File: src/rtl/img_pkg.sv
// Shared image geometry and RGB565 field layout for the ROM, the reader and the VGA top.
package img_pkg;

  localparam int IMG_W  = 320;
  localparam int IMG_H  = 240;
  localparam int ADDR_W = $clog2(IMG_W * IMG_H);

  // Top bit of each RGB565 field; the reader keeps the upper 4 bits of each.
  localparam int RED_MSB   = 15;
  localparam int GREEN_MSB = 10;
  localparam int BLUE_MSB  = 4;

  typedef struct packed {
    logic [3:0] red;
    logic [3:0] green;
    logic [3:0] blue;
  } rgb444_t;

  function automatic rgb444_t rgb565_to_444(input logic [15:0] px);
    rgb444_t c;
    c.red   = px[RED_MSB   -: 4];
    c.green = px[GREEN_MSB -: 4];
    c.blue  = px[BLUE_MSB  -: 4];
    return c;
  endfunction

endpackage

File: src/rtl/img_reader_if.sv
// Image ROM read port: registered address out, data back one cycle later.
interface img_reader_if #(
  parameter int ADDR_W = img_pkg::ADDR_W
) ();

  logic [ADDR_W-1:0] rom_addr;
  logic [15:0]       rom_data;

  modport master (output rom_addr, input  rom_data);
  modport slave  (input  rom_addr, output rom_data);

endinterface

File: src/rtl/sync_delay.sv
// N-stage register pipeline with a per-bit reset value, used to align syncs/enable to colour.
module sync_delay #(
  parameter int             N       = 2,
  parameter int             W       = 1,
  parameter logic [W-1:0]   RST_VAL = '0
) (
  input  logic         clk,
  input  logic         reset,
  input  logic [W-1:0] d,
  output logic [W-1:0] q
);

  logic [W-1:0] stg [N];

  always_ff @(posedge clk or posedge reset) begin
    if (reset) begin
      for (int i = 0; i < N; i++) stg[i] <= RST_VAL;
    end else begin
      stg[0] <= d;
      for (int i = 1; i < N; i++) stg[i] <= stg[i-1];
    end
  end

  assign q = stg[N-1];

endmodule

File: src/rtl/img_reader.sv
// 2x upscaling image reader: walks the ROM address so each pixel and each line is shown twice.
module img_reader
  import img_pkg::*;
#(
  parameter int IMG_W  = img_pkg::IMG_W,
  parameter int IMG_H  = img_pkg::IMG_H,
  parameter int ADDR_W = $clog2(IMG_W * IMG_H)
) (
  input  logic                clk,
  input  logic                reset,
  input  logic                i_de,
  input  logic                i_hsync,
  input  logic                i_vsync,
  img_reader_if.master        rom,
  output logic [3:0]          o_red,
  output logic [3:0]          o_green,
  output logic [3:0]          o_blue,
  output logic                o_hsync,
  output logic                o_vsync,
  output logic                o_de,
  output logic                dbg_x_phase,
  output logic                dbg_y_phase,
  output logic                dbg_frame_end
);

  logic [ADDR_W-1:0] addr;
  logic [ADDR_W-1:0] line_base;
  logic              x_phase;
  logic              y_phase;
  logic              de_d;
  rgb444_t           px_c;

  // Vsync wins over everything; otherwise the falling edge of de decides replay vs advance.
  always_ff @(posedge clk or posedge reset) begin
    if (reset) begin
      addr      <= '0;
      line_base <= '0;
      x_phase   <= 1'b0;
      y_phase   <= 1'b0;
      de_d      <= 1'b0;
    end else begin
      de_d <= i_de;
      if (!i_vsync) begin
        addr      <= '0;
        line_base <= '0;
        x_phase   <= 1'b0;
        y_phase   <= 1'b0;
      end else if (i_de) begin
        x_phase <= ~x_phase;
        if (x_phase) addr <= addr + ADDR_W'(1);
      end else if (de_d) begin
        x_phase <= 1'b0;
        y_phase <= ~y_phase;
        if (!y_phase) addr      <= line_base;
        else          line_base <= addr;
      end
    end
  end

  assign rom.rom_addr = addr;

  // de_d lines up with rom_data, so it gates the colour register directly.
  assign px_c = rgb565_to_444(rom.rom_data);

  always_ff @(posedge clk or posedge reset) begin
    if (reset) begin
      o_red   <= '0;
      o_green <= '0;
      o_blue  <= '0;
    end else if (de_d) begin
      o_red   <= px_c.red;
      o_green <= px_c.green;
      o_blue  <= px_c.blue;
    end else begin
      o_red   <= '0;
      o_green <= '0;
      o_blue  <= '0;
    end
  end

  sync_delay #(
    .N       (2),
    .W       (3),
    .RST_VAL (3'b110)
  ) u_sync_delay (
    .clk   (clk),
    .reset (reset),
    .d     ({i_hsync, i_vsync, i_de}),
    .q     ({o_hsync, o_vsync, o_de})
  );

  assign dbg_x_phase   = x_phase;
  assign dbg_y_phase   = y_phase;
  assign dbg_frame_end = (addr == ADDR_W'(IMG_W * IMG_H));

endmodule

File: src/flat_wrapper.sv
// flat-port wrapper written by rule: the top's interface ports become plain ports
module img_reader_flat import img_pkg::*;
#(
  parameter int IMG_W  = img_pkg::IMG_W,
  parameter int IMG_H  = img_pkg::IMG_H,
  parameter int ADDR_W = $clog2(IMG_W * IMG_H)
)
  (clk, reset, i_de, i_hsync, i_vsync, o_red, o_green, o_blue, o_hsync, o_vsync, o_de, dbg_x_phase, dbg_y_phase, dbg_frame_end, rom_rom_addr, rom_rom_data);
  img_reader_if #(.ADDR_W(ADDR_W)) rom_i ();
  input  logic clk;
  input  logic reset;
  input  logic i_de;
  input  logic i_hsync;
  input  logic i_vsync;
  output logic [3:0] o_red;
  output logic [3:0] o_green;
  output logic [3:0] o_blue;
  output logic o_hsync;
  output logic o_vsync;
  output logic o_de;
  output logic dbg_x_phase;
  output logic dbg_y_phase;
  output logic dbg_frame_end;
  output wire logic [$bits(rom_i.rom_addr)-1:0] rom_rom_addr;
  input wire logic [$bits(rom_i.rom_data)-1:0] rom_rom_data;
  assign rom_rom_addr = rom_i.rom_addr;
  assign rom_i.rom_data = rom_rom_data;
  img_reader #(.IMG_W(IMG_W), .IMG_H(IMG_H), .ADDR_W(ADDR_W)) u_core (.clk(clk), .reset(reset), .i_de(i_de), .i_hsync(i_hsync), .i_vsync(i_vsync), .rom(rom_i), .o_red(o_red), .o_green(o_green), .o_blue(o_blue), .o_hsync(o_hsync), .o_vsync(o_vsync), .o_de(o_de), .dbg_x_phase(dbg_x_phase), .dbg_y_phase(dbg_y_phase), .dbg_frame_end(dbg_frame_end));
endmodule
File: config.mk
export PLATFORM = sky130hd
export DESIGN_NAME = img_reader_flat
export DESIGN_NICKNAME = d
export VERILOG_FILES = /design/src/rtl/img_pkg.sv /design/src/rtl/img_reader_if.sv /design/src/rtl/sync_delay.sv /design/src/rtl/img_reader.sv /design/src/flat_wrapper.sv
export SDC_FILE = /design/constraint.sdc
export NUM_CORES = 1
export LEC_CHECK = 0
export BUFFER_PORTS_ARGS = -buffer_cell sky130_fd_sc_hd__buf_2
export CORE_MARGIN = 4
export CORE_UTILIZATION = 45
export DETAILED_ROUTE_END_ITERATION = 16
export PLACE_DENSITY = 0.77
export SYNTH_ARGS = -nofsm -noshare
export SYNTH_HDL_FRONTEND = slang
export SYNTH_SLANG_ARGS = --single-unit
File: constraint.sdc
create_clock -name clk -period 4.7 [get_ports clk]
set_input_delay 0.94 -clock clk [delete_from_list [all_inputs] [get_ports clk]]
set_output_delay 0.94 -clock clk [all_outputs]
set_load 0.05 [all_outputs]
=== Yosys cells after proc, flatten, opt, wreduce, memory -nomap -nowiden ===
Cells that the tools add are included.

* Add/sub/neg operators: 1
* Equal/unequal tests: 5
* Muxes and demuxes: 16
* Bitwise operators: 2
* Reductions and logical operators: 2

{| class="wikitable"
|+ Operators with widths
! cell !! number
|-
| 17-bit two-way mux || 7
|-
| 17-bit by 1-bit adder with 17-bit output (second input constant) || 1
|-
| 17-bit == test (second input constant) || 1
|-
| 4-bit two-way mux || 3
|-
| 1-bit two-way mux || 6
|-
| 3-bit by 2-bit != test with 1-bit output (second input constant) || 2
|-
| 2-bit AND reduction || 2
|-
| 2-bit by 1-bit != test with 1-bit output (second input constant) || 1
|-
| 2-bit != test (second input constant) || 1
|-
| 1-bit inverter || 2
|}

* Register bits after elaboration: 55
* Word-level logic and storage cells: 36

=== Longest topological paths before layout ===
Gate-level depths: netlist of run 1.

* Depth in word-level cells: 4
* Gate-level depth with buffers: 6
* Depth with buffers taken out: 6

=== By module ===
From an unflattened synthesis of run 1, not the netlist that was laid out.

* Cell total of the unflattened synthesis: 287
* Area total of the unflattened synthesis: 2805.2 µm²

{| class="wikitable"
|+ By module, submodules not included
! module !! instances !! cells an instance !! area each (µm²)
|-
| img_reader || 1 || 277 || 2623.8
|-
| sync_delay || 1 || 10 || 181.4
|}

=== Least setup slack after synthesis of run 1 ===
Ideal clock, no wire load.

* Kind: reg-to-output
* Start: reg u_core.addr[10], in the netlist u_core.rom.rom_addr[10]
* End: out dbg_frame_end
* Arrival: 2304 ps
* Required time: 3760 ps
* Slack: 1456 ps
* Stages on the path, launching flop included: 5
* Path through: dfrtp_1 -> clkbuf_1 -> and3_1 -> nand4_1 -> nor3_1

* Word-level cells in the longest chain between the ends: 1

{| class="wikitable"
|+ Ends and longest elaborated chain
! item !! RTL line !! text
|-
| from (decl) || img_reader.sv:26 || <nowiki>logic [ADDR_W-1:0] addr;</nowiki>
|-
| from (signal assigned) || img_reader.sv:50 || <nowiki>if (x_phase) addr <= addr + ADDR_W'(1);</nowiki>
|-
| from (signal assigned) || img_reader.sv:54 || <nowiki>if (!y_phase) addr <= line_base;</nowiki>
|-
| 17-bit == test || img_reader.sv:94 || <nowiki>assign dbg_frame_end = (addr == ADDR_W'(IMG_W * IMG_H));</nowiki>
|-
| to (decl) || flat_wrapper.sv:23 || <nowiki>output logic dbg_frame_end;</nowiki>
|}

No other way between the ends.

=== Worst setup path in the final report of run 1 ===
* Start: reg u_core.addr[2], in the netlist u_core.rom.rom_addr[2]
* End: out dbg_frame_end

The elaborated chain is that of the path after synthesis.

==> flow_metrics.py, run 1 <==
metrics = {
    "run_status": {
        "status": "finished, final reports clean",
    },
    "timing": {
        "min_period_ps": 2820,
        "timing_hold_violations_final": 0,
        "worst_slew_pin_slew_ps": 1080,
        "skew_ps": 12.4,
        "setup_violations": 0,
        "fin_setup_tns_ps": 0,
        "drv_slew": 0,
        "maxSlewHeadroom_pct": 27.8,
        "rsz0062_at_grt": "no",
        "fmax_mhz": 355,
        "post-route-period-util_pct": 60.0,
    },
    "min_path": {
        "worstHoldStart": "u_core.u_sync_delay.stg[5]$_DFF_PP1_",
        "hold_end": "u_core.u_sync_delay.q[2]$_DFF_PP1_",
        "hp-class": "reg -> reg",
        "whs_path_depth": 0,
    },
    "clock_tree": {
        "cts_root_buf": "clkbuf_8",
        "cts_buffer_depth": 2,
        "path_clk_slew_ps": 100,
        "post_cts_buffers": 0,
        "cts.sinks": 54,
        "cts_buffers": 5,
        "postCtsHoldBufs": 0,
        "htreeDepth": 2,
        "cts_resized": 0,
        "clock_latency_ps": 320,
        "cts_tree": "done",
    },
    "power_and_ir_drop": {
        "ir_drop_uv": 183,
        "power.density_nw_per_um2": 294,
        "p_leak_uw": 0.00132,
    },
    "layout": {
        "antenna_cells": 0,
        "layout.nets": 353,
        "fin_area_um2": 3060,
        "syn_to_final_growth_pct": 13.2,
        "final_cell_mix": "nand2_1 (53), buf_2 (51), dfrtp_1 (50)",
        "layout-drive-gt1-share_pct": 23.0,
        "final_cell_count_no_fill": 403,
        "mostFrequentLayoutCell": "nand2_1",
    },
    "setup_path": {
        "path_max_fanout": 11,
        "critPathRequiredTime_ps": 3760,
        "r2r-end": "u_core.line_base[11]$_DFFE_PP0P_",
        "cp.arrival_ps": 1880,
        "ff2ff_path_depth": 4,
        "setup.worst_path.start_class": "flop",
        "crit_type": "reg -> out",
        "cp-end-kind": "output port",
        "reg2reg_slack_ps": 2430,
        "r2r_start": "u_core.dbg_y_phase$_DFFE_PP0P_",
    },
    "global_routing": {
        "grt_max_degree": 55,
        "grt_pass1_wl_mm": 11.5,
        "antenna_found_initial": 0,
        "grt_pass1_vias": 2384,
        "grt_overflow": 0,
        "grt_usage_pct": 19.6,
    },
    "logic_synthesis": {
        "synth_edf_count": 0,
        "ys_seq_elements": 54,
        "netlist_top_cells_area": "dfrtp_1 (46%), nand2_1 (7.4%), a21oi_1 (5.4%), dfstp_2 (3.9%), and2_1 (3.5%)",
        "synth_cells": 292,
        "synth_top_area_share_pct": 46.3,
        "synth_ff_type": "dfrtp_1",
        "ys_types": 51,
        "synth-warning-count": 0,
        "synth_area_um2": 2710,
        "syn_nets": 315,
        "ys_async_sr_fraction_pct": 100,
        "syn_area_per_cell_um2": 9.26,
        "yosys.area.top_type": "dfrtp_1",
        "ys_seq_area_share_pct": 50.1,
    },
    "floorplanning": {
        "design.core.area_um2": 5680,
        "rows": 27,
        "dieWidth_um": 85.5,
        "io_pins": 56,
        "start_util_pct": 47.7,
        "dieHeight_um": 85.5,
        "die_area_um2": 7320,
    },
    "job": {
        "maxCapViolations": 0,
    },
    "route": {
        "vias": 2362,
        "drc": 0,
        "first_pass_iters": 5,
        "wire_per_inst_um": 16.7,
        "wl_mm": 6.73,
        "initialDrtViolationCount": 200,
        "postRouteAntennaNets": 0,
        "post_drt_via_cell_ratio": 5.86,
    },
    "placed_design": {
        "routabilityCongestion": 0.928,
        "dp_hpwl_mm": 4.52,
        "port_buffers": 51,
        "place_area_um2": 2960,
        "dp_cells": 395,
    },
}
==> synth_stat cells (7+ instances only) <==
master,number
a21oi_1,29
and2_1,15
clkbuf_1,11
dfrtp_1,50
inv_1,10
mux2i_1,7
nand2_1,53
nand3_1,8
nand4_1,9
nor2_1,10
nor4_1,9
o21ai_0,9
==> registers in the layout, indices dropped and copies added (netlist names) <==
signal	flops
u_core.o_blue	4
u_core.u_sync_delay.stg	3
u_core.dbg_x_phase	1
u_core.o_green	4
u_core.line_base	17
u_core.o_red	4
u_core.u_sync_delay.q	3
u_core.dbg_y_phase	1
u_core.rom.rom_addr	17
==> area by class of cell <==
cell class / count / area (um2)
flip-flops and latches: 54 / 1360
well taps: 72 / 90.1
multi-input cells: 206 / 1210
inverters: 11 / 41.3
fillers: 537 / 2610
clock inverters: 2 / 16.3
repair buffers: 52 / 263
clock buffers: 6 / 82.6
==> cell families (layout without fill, tap and decap cells) <==
group	count (synthesis)	after routing	synth area share, %
simple gates	128	128	24.4
compound gates	66	66	15.7
flops	54	54	50.1
buf+inv	32	71	5.00
mux	10	10	3.84
fa+ha+maj	2	2	0.925
==> critical path: stages (launching register included) <==
cell and delay, ps:
dfrtp_1 520, nor4_1 320, nand4_1 130, nor3_1 280
buf_2 320
==> worst max-delay path by stage <==
stage / startpoint / to / cells after the start
2_1_floorplan: u_core.rom.rom_addr[10]$_DFFE_PP0P_ / dbg_frame_end / 4
3_3_place_gp: i_de / u_core.rom.rom_addr[13]$_DFFE_PP0P_ / 6
3_5_place_dp: i_de / u_core.rom.rom_addr[13]$_DFFE_PP0P_ / 6
4_1_cts: u_core.rom.rom_addr[3]$_DFFE_PP0P_ / dbg_frame_end / 4
5_1_grt: u_core.rom.rom_addr[2]$_DFFE_PP0P_ / dbg_frame_end / 4
6_report: u_core.rom.rom_addr[2]$_DFFE_PP0P_ / dbg_frame_end / 4
==> through the flow <==
| stage | power, uW | worst slack, ps | util (%) | hold WS [ps] |
|---|---|---|---|---|
| floorplan | 594 | 1460 | - | 345 |
| global placement | 628 | 2100 | 52.2 | 346 |
| detailed placement | 631 | 2070 | 52.2 | 348 |
| CTS | 907 | 1920 | 54.0 | 363 |
| global route | 940 | 1660 | 54.0 | 368 |
| finish | 900 | 1880 | 54.0 | 362 |
==> report_power, final <==
group          switching (uW)  internal, uW  leakage, uW  total (uW)
clock                     157           122    0.0000478         279
combinational            92.9          31.5     0.000550         124
sequential               18.7           479     0.000718         497
total                     269           632      0.00132         900
==> metal layers <==
| layer | global-route usage (%) | vias up | part of all wire (%) |
|---|---|---|---|
| met4 | 7.19 | 0 | 1.8 |
| met3 | 3.36 | 12 | 6.1 |
| li1 | - | 1118 | - |
| met5 | 0 | - | 0 |
| met1 | 25.2 | 1127 | 43 |
| met2 | 33.1 | 105 | 49 |
Power figures use the tool's default switching activity.
==> run 2: changes to the inputs <==
==> constraint.sdc (replaced) <==
create_clock -name clk -period 2.7 [get_ports clk]
set_input_delay 0.54 -clock clk [delete_from_list [all_inputs] [get_ports clk]]
set_output_delay 0.54 -clock clk [all_outputs]
set_load 0.05 [all_outputs]
==> run 2 against run 1 <==
Design area increased by 1.9%. Via count increased by 2.4%. Combinational power increased by 81%. Setup slack got worse by 1500 ps. Clock-buffer cell count unchanged. Die area unchanged. Non-clock buffer count increased by 7. Clock power increased by 74%. Total power increased by 75%. Critical path type unchanged. Highest routed layer unchanged.
==> flow_metrics.py, run 2 (synthesis gave the netlist of run 1 again) <==
metrics = {
    "placed_design": {
        "routabilityCongestion": 0.941,
        "place_area_um2": 3020,
        "dp_hpwl_mm": 4.81,
        "dp_slack_ps": 622,
        "port_buffers": 51,
    },
    "timing": {
        "setup_violations": 0,
        "drv_slew": 0,
        "post-route-period-util_pct": 86.8,
        "timing_hold_violations_final": 0,
        "rsz0062_at_grt": "no",
        "fin_setup_tns_ps": 0,
        "worst_slew_pin_slew_ps": 824,
        "min_period_ps": 2340,
        "fmax_mhz": 427,
        "skew_ps": 10.2,
        "maxSlewHeadroom_pct": 45.1,
        "setup_ws_ps": 356,
    },
    "global_routing": {
        "grt_pass1_vias": 2274,
        "grt_pass1_wl_mm": 11.8,
        "grt_max_degree": 55,
        "grt_usage_pct": 20.1,
        "antenna_found_initial": 0,
        "grt_overflow": 0,
    },
    "clock_tree": {
        "cts_root_buf": "clkbuf_8",
        "cts_buffers": 5,
        "post_cts_buffers": 0,
        "cts.sinks": 54,
        "htreeDepth": 2,
        "cts_buffer_depth": 2,
        "clock_latency_ps": 320,
        "cts_resized": 0,
        "cts_tree": "done",
        "path_clk_slew_ps": 100,
        "postCtsHoldBufs": 0,
    },
    "route": {
        "wire_per_inst_um": 17.0,
        "postRouteAntennaNets": 0,
        "initialDrtViolationCount": 195,
        "first_pass_iters": 4,
        "wl_mm": 6.96,
        "post_drt_via_cell_ratio": 5.90,
        "vias": 2418,
        "drc": 0,
    },
    "power_and_ir_drop": {
        "p_sw_share_pct": 29.9,
        "ir_drop_uv": 302,
        "p_sw_uw": 470,
        "power_uw": 1580,
        "pwr-share-seq_pct": 54.9,
        "power.internal_uw": 1100,
        "power.density_nw_per_um2": 505,
        "power_frac_comb_pct": 14.3,
        "p_leak_uw": 0.00135,
        "clockPowerShare_pct": 30.8,
    },
    "layout": {
        "final-seq-area_um2": 1360,
        "fin_util_pct": 55.0,
        "nFillCells": 546,
        "multi_input_comb_area_um2": 1220,
        "mostFrequentLayoutCell": "nand2_1",
        "fin_area_um2": 3120,
        "layout-drive-gt1-share_pct": 24.9,
        "antenna_cells": 0,
        "layout.nets": 360,
        "syn_to_final_growth_pct": 15.4,
        "final_cell_mix": "nand2_1 (53), buf_2 (51), dfrtp_1 (50)",
    },
    "floorplanning": {
        "die_area_um2": 7320,
        "start_util_pct": 47.7,
        "dieHeight_um": 85.5,
        "design.core.area_um2": 5680,
        "rows": 27,
        "dieWidth_um": 85.5,
        "io_pins": 56,
    },
    "setup_path": {
        "path_max_fanout": 10,
        "cp.arrival_ps": 1800,
        "crit_type": "reg -> out",
        "critPathRequiredTime_ps": 2160,
        "cp-end-kind": "output port",
        "setup.worst_path.start_class": "flop",
    },
    "run_status": {
        "status": "finished, final reports clean",
    },
    "min_path": {
        "hp-class": "in -> reg",
    },
    "job": {
        "maxCapViolations": 0,
    },
}
## run 2: layout make-up
type	instances	share of cell area, %
timing repair buffer	59	10.1
inverter	11	1.32
multi-input combinational	206	39.1
clock inverter	2	0.521
tap	72	2.89
clock buffer	6	2.65
sequential	54	43.5
## run 2: final timing paths
kind | depth (start not counted) | slack (ps) | from | to
max | 4 | 360 | u_core.rom.rom_addr[3]$_DFFE_PP0P_ | dbg_frame_end
min | 1 | 320 | i_hsync | u_core.u_sync_delay.stg[5]$_DFF_PP1_
max reg2reg | 3 | 690 | u_core.dbg_y_phase$_DFFE_PP0P_ | u_core.line_base[5]$_DFFE_PP0P_
min reg2reg | 0 | 360 | u_core.u_sync_delay.stg[4]$_DFF_PP1_ | u_core.u_sync_delay.q[1]$_DFF_PP1_
max in group asynchronous | 3 | 1860 | reset | u_core.rom.rom_addr[4]$_DFFE_PP0P_
min in group asynchronous | 3 | 400 | reset | u_core.line_base[10]$_DFFE_PP0P_
## run 2: critical path: stages (launching register included)
cell and delay (ps):
dfrtp_1 500, nor4_1 330, nand4_1 140, nor3_2 220, buf_2 300
## run 2: metal layers
metal	share of wire, %	vias up	global-route usage, %
li1	-	1133	-
met1	43	1163	27.7
met2	47	106	31.8
met3	7.9	16	3.07
met4	2.1	0	8.20
met5	0	-	0
## run 2: through the flow
stage               hold WS [ps]  std cells
detailed placement           348        402
global route                 302        410
global placement             346        402
CTS                          310        410
finish                       316        410
floorplan                    345        292
## run 2: power groups by stage
stage / Clock [uW] / Sequential, uW / Combinational [uW]
3_5_place_dp: 0 / 881 / 225
5_1_grt: 533 / 870 / 242
3_3_place_gp: 0 / 880 / 222
2_1_floorplan: 0 / 938 / 96.9
6_report: 485 / 865 / 225
4_1_cts: 499 / 865 / 225
